<file path="src/rtl/wb_merge.sv">
// ============================================================================
// wb_merge : register-file writeback merger for the commit stage and the MDU
// Revision : 1.0
// ============================================================================
`default_nettype none

module wb_merge #(
  parameter int DEPTH        = 4,
  parameter int STARVE_LIMIT = 3
) (
  input  logic                     clk,
  input  logic                     reset,
  input  logic                     pipe_valid,
  output logic                     pipe_ready,
  input  logic [4:0]               pipe_wa,
  input  logic [63:0]              pipe_wd,
  input  logic                     mdu_valid,
  output logic                     mdu_ready,
  input  logic [4:0]               mdu_wa,
  input  logic [63:0]              mdu_wd,
  output logic                     wvalid,
  output logic [4:0]               wa,
  output logic [63:0]              wd,
  output logic [$clog2(DEPTH):0]   fifo_count
);

  localparam int PW = $clog2(DEPTH);
  localparam int CW = PW + 1;
  localparam int SW = (STARVE_LIMIT < 2) ? 1 : $clog2(STARVE_LIMIT + 1);
  localparam logic [CW-1:0] C_FULL  = CW'(DEPTH);
  localparam logic [SW-1:0] C_SLIM  = SW'(STARVE_LIMIT);

  logic [68:0]   mem_q [DEPTH];
  logic [PW-1:0] rd_ptr_q, rd_ptr_d;
  logic [PW-1:0] wr_ptr_q, wr_ptr_d;
  logic [CW-1:0] count_q, count_d;
  logic [SW-1:0] starve_q, starve_d;
  logic          wvalid_q, wvalid_d;
  logic [4:0]    wa_q, wa_d;
  logic [63:0]   wd_q, wd_d;

  logic          force_drain;
  logic          fifo_empty;
  logic          pipe_wr;
  logic          push;
  logic          pop;
  logic [68:0]   head;

  assign fifo_empty  = (count_q == '0);
  assign force_drain = !fifo_empty && (starve_q == C_SLIM);
  assign pipe_ready  = !force_drain;
  assign mdu_ready   = (count_q < C_FULL);

  // x0 writes complete their handshake but never reach the FIFO or the port
  assign pipe_wr = pipe_valid && pipe_ready && (pipe_wa != 5'd0);
  assign push    = mdu_valid && mdu_ready && (mdu_wa != 5'd0);
  assign pop     = force_drain || (!pipe_wr && !fifo_empty);
  assign head    = mem_q[rd_ptr_q];

  always_comb begin
    wvalid_d = 1'b0;
    wa_d     = wa_q;
    wd_d     = wd_q;
    if (pop) begin
      wvalid_d = 1'b1;
      wa_d     = head[68:64];
      wd_d     = head[63:0];
    end else if (pipe_wr) begin
      wvalid_d = 1'b1;
      wa_d     = pipe_wa;
      wd_d     = pipe_wd;
    end
  end

  always_comb begin
    rd_ptr_d = rd_ptr_q + PW'(pop);
    wr_ptr_d = wr_ptr_q + PW'(push);
    count_d  = count_q + CW'(push) - CW'(pop);
    starve_d = starve_q;
    if (pop || fifo_empty) begin
      starve_d = '0;
    end else if (pipe_wr && (starve_q != C_SLIM)) begin
      starve_d = starve_q + SW'(1);
    end
  end

  // Storage carries no reset; the pointers alone define what is valid
  always_ff @(posedge clk) begin
    if (push) begin
      mem_q[wr_ptr_q] <= {mdu_wa, mdu_wd};
    end
  end

  always_ff @(posedge clk or negedge reset) begin
    if (!reset) begin
      rd_ptr_q <= '0;
      wr_ptr_q <= '0;
      count_q  <= '0;
      starve_q <= '0;
      wvalid_q <= 1'b0;
      wa_q     <= '0;
      wd_q     <= '0;
    end else begin
      rd_ptr_q <= rd_ptr_d;
      wr_ptr_q <= wr_ptr_d;
      count_q  <= count_d;
      starve_q <= starve_d;
      wvalid_q <= wvalid_d;
      wa_q     <= wa_d;
      wd_q     <= wd_d;
    end
  end

  assign wvalid     = wvalid_q;
  assign wa         = wa_q;
  assign wd         = wd_q;
  assign fifo_count = count_q;

endmodule

`default_nettype wire

</file>
<file path="config.mk">
export PLATFORM = sky130hd
export DESIGN_NAME = wb_merge
export DESIGN_NICKNAME = d
export VERILOG_FILES = /design/src/rtl/wb_merge.sv
export SDC_FILE = /design/constraint.sdc
export NUM_CORES = 1
export LEC_CHECK = 0
export CAP_MARGIN = 20
export CELL_PAD_IN_SITES_DETAIL_PLACEMENT = 1
export CELL_PAD_IN_SITES_GLOBAL_PLACEMENT = 1
export CORE_MARGIN = 3
export CORE_UTILIZATION = 45
export DETAILED_ROUTE_END_ITERATION = 10
export DONT_BUFFER_PORTS = 1
export GPL_TIMING_DRIVEN = 0
export PLACE_DENSITY_LB_ADDON = 0.3
export SYNTH_ARGS = -nofsm -noshare
export SYNTH_HDL_FRONTEND = slang
export SYNTH_SLANG_ARGS = --single-unit
</file>
<file path="constraint.sdc">
create_clock -name clk -period 7.16 [get_ports clk]
set_clock_uncertainty 0.05 [all_clocks]
set_input_delay 0.716 -clock clk [delete_from_list [all_inputs] [get_ports clk]]
set_output_delay 0.716 -clock clk [all_outputs]
set_load 0.05 [all_outputs]
</file>
# Yosys cells after proc, flatten, opt, wreduce, memory -nomap -nowiden
# Memory sizes are Yosys's and may differ from the RTL's.
# Index checks and enable logic that the tools add are counted.
# totals
elab_cells	43
n_memories	1
ram_bits	276
ff_bits	79
# memory_table
memory	words	word_bits	rd	rd_ports_with_merged_regs	write_ports	line	text
mem_q	4	69	1	0	1	33	logic [68:0] mem_q [DEPTH];
# op_classes
addsub	5
mux	10
eq_ne	2
magnitude_cmp	1
n_reduce_logical	17
# op_table
op	n
$mux 64	2
$mux 5	2
$reduce_bool 5->1	2
$logic_and 1x1->1	7
$add 2x1->2	2
$mux 1	4
$mux 2	2
$reduce_bool 2->1	2
$add 3x1->3	1
$logic_not 1->1	3
$logic_not 3->1	1
$lt 3x3->1 const B	1
$sub 3x1->3	1
$add 2x1->2 const B	1
$eq 2x2->1 const B	1
$logic_or 1x1->1	2
$ne 2x2->1 const B	1

# Depth between registers and ports, before layout
# Gate-level depths: netlist of run 1.
# depth
ltp_word	11
ltp_mapped	12

# Worst setup path before layout of run 1
# OpenSTA, ideal clock, no wires.
# synth_path
kind	in2reg
start	in mdu_valid
end	mem mem_q[0][0] (enable)
arrival_ps	5618
cell_stages	3
slack_ps	911
path_buffers	0
cell_sequence	nor2b_1 > o21ai_1 > nor3_1
# synth_via
elab_chain_len	4
# synth_lines
item	line	text
start: declaration	17	input logic mdu_valid,
$logic_and 1x1->1 (2 in series)	56	assign push = mdu_valid && mdu_ready && (mdu_wa != 5'd0);
$mux 1	89	if (push) begin
$mux 1 (not written as such)	90	mem_q[wr_ptr_q] <= {mdu_wa, mdu_wd};
end: declaration	33	
# Every way passes these cells.

# Final worst setup path of run 1
# layout_path
start	reg count_q[1] (netlist: fifo_count[1])
end	reg count_q[2] (netlist: fifo_count[2])
# layout_via
elab_chain_len	10
word_cells_on_any_way	14
# layout_lines
item	line	text
start: declaration	36	logic [CW-1:0] count_q, count_d;
start signal: assignment	106	count_q <= count_d;
branches (longest 9 deep; another with $lt 3x3->1)	-	
$sub 3x1->3 (*)	78	count_d = count_q + CW'(push) - CW'(pop);
named net count_d[2]	36	
# Mark *: on every way through the listed nets, which the timed path passes.
# A chain may end at the register's enable or synchronous reset.

==> results of run 1 <==
[path summary, 6_finish.rpt]
| kind | end | cells after the start |
|---|---|---|
| max | fifo_count[2] | 10 |
| max in group asynchronous | wd[38] | 1 |
| min in group clk | mem_q[1][43] | 0 |
| min reg2reg | starve_q[0] | 1 |
| max reg2reg | fifo_count[2] | 10 |
| min | wd[13] | 1 |
[synth_stat cells (2+ instances only)]
cell and count:
a221o_1 69, and3_1 2, buf_12 2, buf_2 12, clkbuf_1 29, dfrtp_1 79
edfxtp_1 276, ha_1 5, inv_1 6, mux4_2 69, nand2_1 3, nor2_1 4
nor3_1 2, nor3b_1 69, xnor2_1 2, xor2_1 2
[metrics by stage]
stage               hold WS [ps]  worst slack, ps  power, uW  instance area [um^2]  util, %
global placement             373            -2940       5100                 14000     48.0
global route                70.8             3380       7420                 15500     53.3
floorplan                    365              911       4700                 13500        -
CTS                         73.7             3550       7190                 15500     53.2
finish                      63.1             3670       7100                 15500     53.3
detailed placement           373             3560       5180                 14200     48.8
[final cells by class]
cell class / instances / area [um^2]
clock inverter: 13 / 145
inverter: 6 / 22.5
multi-input combinational: 239 / 3030
buffer: 45 / 228
tap: 384 / 480
timing repair buffer: 14 / 221
clock buffer: 57 / 1140
antenna: 1 / 2.50
fill: 2611 / 13600
sequential: 355 / 10300
[cell families (layout without fill, tap and decap cells)]
family | count (synthesis) | after routing | share of synthesized area [%]
fa+ha+maj | 6 | 6 | 0.611
simple gates | 87 | 87 | 4.55
mux | 69 | 69 | 11.5
other cells | 0 | 1 | 0
compound gates | 73 | 73 | 5.32
flops | 355 | 355 | 75.9
xor+xnor | 4 | 4 | 0.259
buf+inv | 51 | 135 | 1.85
[per-layer routing]
| metal | vias up | global-route usage, % |
|---|---|---|
| met5 | - | 0 |
| li1 | 2813 | - |
| met1 | 3583 | 24.8 |
| met4 | 0 | 4.74 |
| met3 | 50 | 4.78 |
| met2 | 230 | 33.3 |
[state kept, by name, summed over array words and instances (netlist names)]
signal	cells
wa	5
wvalid	1
wd	64
wr_ptr_q	2
fifo_count	3
starve_q	2
mem_q	276
rd_ptr_q	2
[cells in the final DEF (no fill, tap or decap), drive strengths merged]
| master | instances |
|---|---|
| diode | 1 |
| inv | 7 |
| a21bo | 1 |
| nor4 | 1 |
| nor3 | 3 |
| or3 | 1 |
| nor2b | 1 |
| o21ai | 1 |
| or4 | 1 |
| clkinvlp | 1 |
| nand2b | 1 |
| a21oi | 2 |
| mux4 | 69 |
| edfxtp | 276 |
| nor3b | 69 |
| xnor2 | 2 |
| and2 | 1 |
| dfrtp | 79 |
| buf | 30 |
| bufinv | 3 |
| ha | 5 |
| xor2 | 2 |
| fa | 1 |
| nand2 | 3 |
| a221o | 69 |
| and3 | 2 |
| nor2 | 4 |
| clkbuf | 86 |
| clkinv | 8 |
[report_power, final]
group | leakage, uW | internal [uW] | total (uW) | switching (uW)
combinational | 0.00113 | 768 | 1550 | 783
sequential | 0.00345 | 2660 | 3570 | 913
clock | 0.000630 | 1210 | 1980 | 773
==> impl_results.md, run 1 <==
* CTS tree: yes
* Global-route wire length before repair at 46.4 mm
* Synth top area share at 61.3%
* Cell taking the most area after synthesis: edfxtp_1
* Reg2Reg Setup Slack at 3670 ps
* Final hold vios at 0
* Netlist cell types at 30
* Initial antenna violation count at 1
* Post-synth EDFFs at 276
* Final Wtd Congestion at 0.715
* Worst-Margin Slew at 930 ps
* Routed wl met3 at 2.31 mm
* CP delay by family, top: simple AND/OR/NAND/NOR gates
* Sink Count at 355
* CP startpoint kind: register
* First-pass iteration count of the detailed router at 4
* Max-slew violation count at 0
* RSZ-0062 raised after global routing: no
* Fin nets at 847
* Minimum clock period after layout at 3490 ps
* Initial DRC count at 512
* Grt total ovfl at 0
* Layout cells sized above 1 at 22.5%
* Post-Layout Cell Count at 1114
* Worst path max stage delay at 880 ps
* P per Cell Area at 457 nW/um^2
* Area of the die at 32200 um^2
* Reg2reg start: fifo_count[1]
* Avg Cell Area, Syn at 21.0 um^2
* F_max at 0.287 GHz
* CTS clk-pin slew, worst paths at 60 ps
* Synth Register Bits at 355
* Hold buffers post-CTS at 1
* Max Cap Violations at 0
* CTS Buf Count at 38
* Post-CTS setup buffer count at 0
* Wire per inst at 27.9 um
* Post-route DRC violation count at 0
* Headroom to the max-slew limit at 37.7%
* Ports at 217
* Crit path required time at 7480 ps
* CP startpoint: fifo_count[1]
* Outcome: finished clean
* Maximum vdd drop at 0.208 mV
* Post-Syn Nets at 793
* Critical Path AT at 3800 ps
* Crit path cell chain: nor3_2, buf_2, nor2_1, ha_1, inv_1, ha_1, inv_1, fa_1, xnor2_1, xnor2_1
* Crit path buf inv count at 3
* Die Y at 179 um
* Final cycle utilization of the critical path at 48.7%
* Critical path endpoint category: register
* All-layer global routing usage at 19.3%
* Main synth FF type: edfxtp_1
* H-tree depth at 2
* Seq/Total Area, Yosys at 75.9%
* Clock root buffer: clkbuf_16
* Rows at 62
* Post-CTS sizing at 0
* FFs w/ async S/R, synth at 22.3%
* Antenna-violating nets left at 0
* Met2 routed WL at 15.9 mm
* Top post-synthesis cells by area: edfxtp_1 61%, dfrtp_1 15%, mux4_2 11%
* Worst-Skew Late Latency at 510 ps
* Mapped Area at 13500 um^2
* Chip Width at 179 um
* Routed vias/inst at 5.99
* # placed instances at 1042
* Largest net degree at the start of global routing at 80
* Leakage power at 0.00521 uW
* Area Growth Syn to Fin at 14.9%
* CP Max Fanout at 10
* Post-DP HPWL at 20.5 mm
* Setup TNS at 0 ps
* Crit-path slowest cell: nor3_2
* WS Path Type: reg -> reg
* Top sig layer: met4
* Detailed-route wire length at 31.1 mm
* Worst min path class: in -> async
* Max Root-Sink Buffers at 3
* Final Setup Violations at 0
* Port Buffer Count at 0
* Initial Util at 46.4%
* Vias in the first global route at 7598
* Synth warn at 0
* Core Area at 29200 um^2
* Via count at 6676
* Post-Synthesis Cells at 645
* Metal-1 WL at 12.3 mm
No activity file was read; power rests on OpenSTA's default activity.
==> run 2: changes to the inputs <==
Clock period 7.16 ns to 3.4 ns, I/O delays scaled along.
==> run 2 against run 1 <==
  * Sequential share of layout area is 5.8 points lower
  * Sequential power is 110% higher
  * Non-clock buffer count rose by 140
  * Worst hold slack better by 9.9 ps
  * Critical endpoint unchanged
  * Highest routed layer unchanged
==> impl_results.md, run 2 (synthesized netlist as in run 1, its figures left out) <==
* Outcome: finished clean
* Final cycle utilization of the critical path at 91.4% (+43 points)
* Detailed-route wire length at 34.9 mm (+12%)
* Leakage power at 0.00583 uW (+12%)
* Post-route cell area at 17000 um^2 (+9.6%)
* Area Growth Syn to Fin at 25.9%
* Max Root-Sink Buffers at 3 (unchanged)
* Commonest non-fill, non-tap cell in the layout: edfxtp_1
* Port Buffer Count at 0 (unchanged)
* Initial antenna violation count at 3 (+2)
* Initial Util at 46.4% (unchanged)
* Fillers at 2521 (-3.4%)
* Core Area at 29200 um^2 (unchanged)
* Max reg flops at 276 (unchanged)
* CP startpoint kind: register
* WS Path Type: reg -> reg
* Fin nets at 987 (+17%)
* Chip Width at 179 um (unchanged)
* Ports at 217 (unchanged)
* P per Cell Area at 900 nW/um^2 (+97%)
* Final Setup Violations at 0 (unchanged)
* H-tree depth at 2 (unchanged)
* Wire per inst at 27.8 um (-0.65%)
* Worst-Skew Late Latency at 510 ps (about the same)
* Worst min path class: in -> reg
* Global-route wire length before repair at 51.4 mm (+11%)
* Maximum vdd drop at 0.598 mV (+190%)
* Post-route DRC violation count at 0 (unchanged)
* CTS clk-pin slew, worst paths at 60 ps (about the same)
* Area of the die at 32200 um^2 (unchanged)
* Post-DP HPWL at 20.7 mm (+1.1%)
* Worst path max stage delay at 420 ps (-460 ps)
* Layout cells sized above 1 at 19.2% (-3.3 points)
* Final Wtd Congestion at 0.697 (-2.6%)
* Final Util at 58.3% (+5.1 points)
* Worst-Margin Slew at 907 ps (-22.5 ps)
* Antenna-violating nets left at 0 (unchanged)
* Minimum clock period after layout at 3110 ps (-380 ps)
* CTS Buf Count at 38 (unchanged)
* Grt total ovfl at 0 (unchanged)
* Crit path required time at 3720 ps (-3760 ps)
* First-pass iteration count of the detailed router at 7 (+3)
* Via count at 7337 (+9.9%)
* Rows at 62 (unchanged)
* Max Cap Violations at 0 (unchanged)
* Commonest cells after routing, fill and taps aside: 276 x edfxtp_1, 139 x dlygate4sd3_1, 79 x dfrtp_1
* Critical Path AT at 3430 ps (-370 ps)
* Crit-path slowest cell: fa_1
* Routed vias/inst at 5.84 (-2.5%)
* Vias in the first global route at 8335 (+9.7%)
* Max-slew violation count at 0 (unchanged)
* Clock root buffer: clkbuf_16
* Initial DRC count at 595 (+16%)
* Reg with most FFs: mem_q
* Largest net degree at the start of global routing at 80 (unchanged)
* Critical path endpoint category: register
* Placed cell area at 14300 um^2 (+0.23%)
* All-layer global routing usage at 21.5% (+2.2 points)
* Setup TNS at 0 ps (unchanged)
* Most frequent CP cell: ha_1
* Headroom to the max-slew limit at 39.4% (+1.7 points)
* CP Max Fanout at 10 (unchanged)
* F_max at 0.322 GHz (+12%)
* CTS tree: yes
* Final hold vios at 0 (unchanged)
* RSZ-0062 raised after global routing: no
* Sink Count at 355 (unchanged)
* Die Y at 179 um (unchanged)
* Crit path cell chain: ha_1, nand2b_1, a21oi_4, buf_4, buf_2, nor2_1, ha_1, inv_1, ha_1, inv_1, fa_1, xnor2_1, xnor2_1
-- run 2: cell count changes in the layout (fill, tap and decap cells not counted), moves of 2 or more --
cell and delta:
dlygate4sd3_1 +139, buf_4 +3, clkbuf_8 +5, diode_2 +2
buf_16 +2, buf_8 +2, buf_6 -7, nor3_2 -2
clkinv_2 -2, nor3_4 +2
-- run 2: cell type report --
| class | count | area [um^2] | area share [%] |
|---|---|---|---|
| Sequential cell | 355 | 10300 | 60.3 |
| Multi-Input combinational cell | 239 | 3060 | 18.0 |
| Timing Repair Buffer | 154 | 1660 | 9.76 |
| Clock buffer | 61 | 1200 | 7.06 |
| Tap cell | 384 | 480 | 2.82 |
| Buffer | 45 | 228 | 1.34 |
| Clock inverter | 9 | 96.3 | 0.566 |
| Inverter | 6 | 22.5 | 0.132 |
| Antenna cell | 3 | 7.51 | 0.0441 |
-- run 2: repair_timing --
item	in CTS	in global routing
resized for setup	2	1
endpoints found under the setup margin	2	1
hold buffers	140	0
pin swaps	0	1
endpoints found under the hold margin	424	0
buffers inserted	0	3
-- run 2: metrics by stage --
step	instances	setup WS (ps)	hold slack [ps]	power, uW
after floorplan	645	-677	-5.59	9880
after global routing	1256	122	61.6	16000
final	1256	293	73.0	15300
after CTS	1250	52.8	50.2	15300
after detailed placement	1040	-228	-3.42	10900
after global placement	1029	-3360	-3.60	10700
-- run 2: final timing paths --
check	start	end	slack, ps	depth (start not counted)
max	starve_q[0]	fifo_count[2]	290	13
min in group asynchronous	reset	wd[10]	420	2
min	pipe_valid	starve_q[0]	70	2
min reg2reg	starve_q[0]	starve_q[0]	400	1
max in group asynchronous	reset	wd[35]	2530	2
max reg2reg	starve_q[0]	fifo_count[2]	290	13
-- run 2: per-layer routing --
metal | share of wire, % | vias to the layer above | global-route usage, %
met5 | 0 | - | 0
met4 | 1.7 | 0 | 5.28
met3 | 6.5 | 52 | 4.38
met2 | 51 | 268 | 36.6
met1 | 40 | 3907 | 28.7
li1 | - | 3110 | -
-- run 2: worst max-delay path, delay by kind of cell (launching register included) --
kind,cells,cell delay (ps)
buffers and inverters,4,590
adders and majority gates,4,1100
DFF,1,390
and+or+nand+nor,2,310
AOI/OAI and AO/OA,1,240
xor gates and xnor gates,2,300
-- run 2: power breakdown --
part / internal [uW] / leakage, uW / switching [uW]
clock network: 2570 / 0.000639 / 1620
registers: 5590 / 0.00345 / 1960
logic: 1770 / 0.00174 / 1800
total: 9930 / 0.00583 / 5380
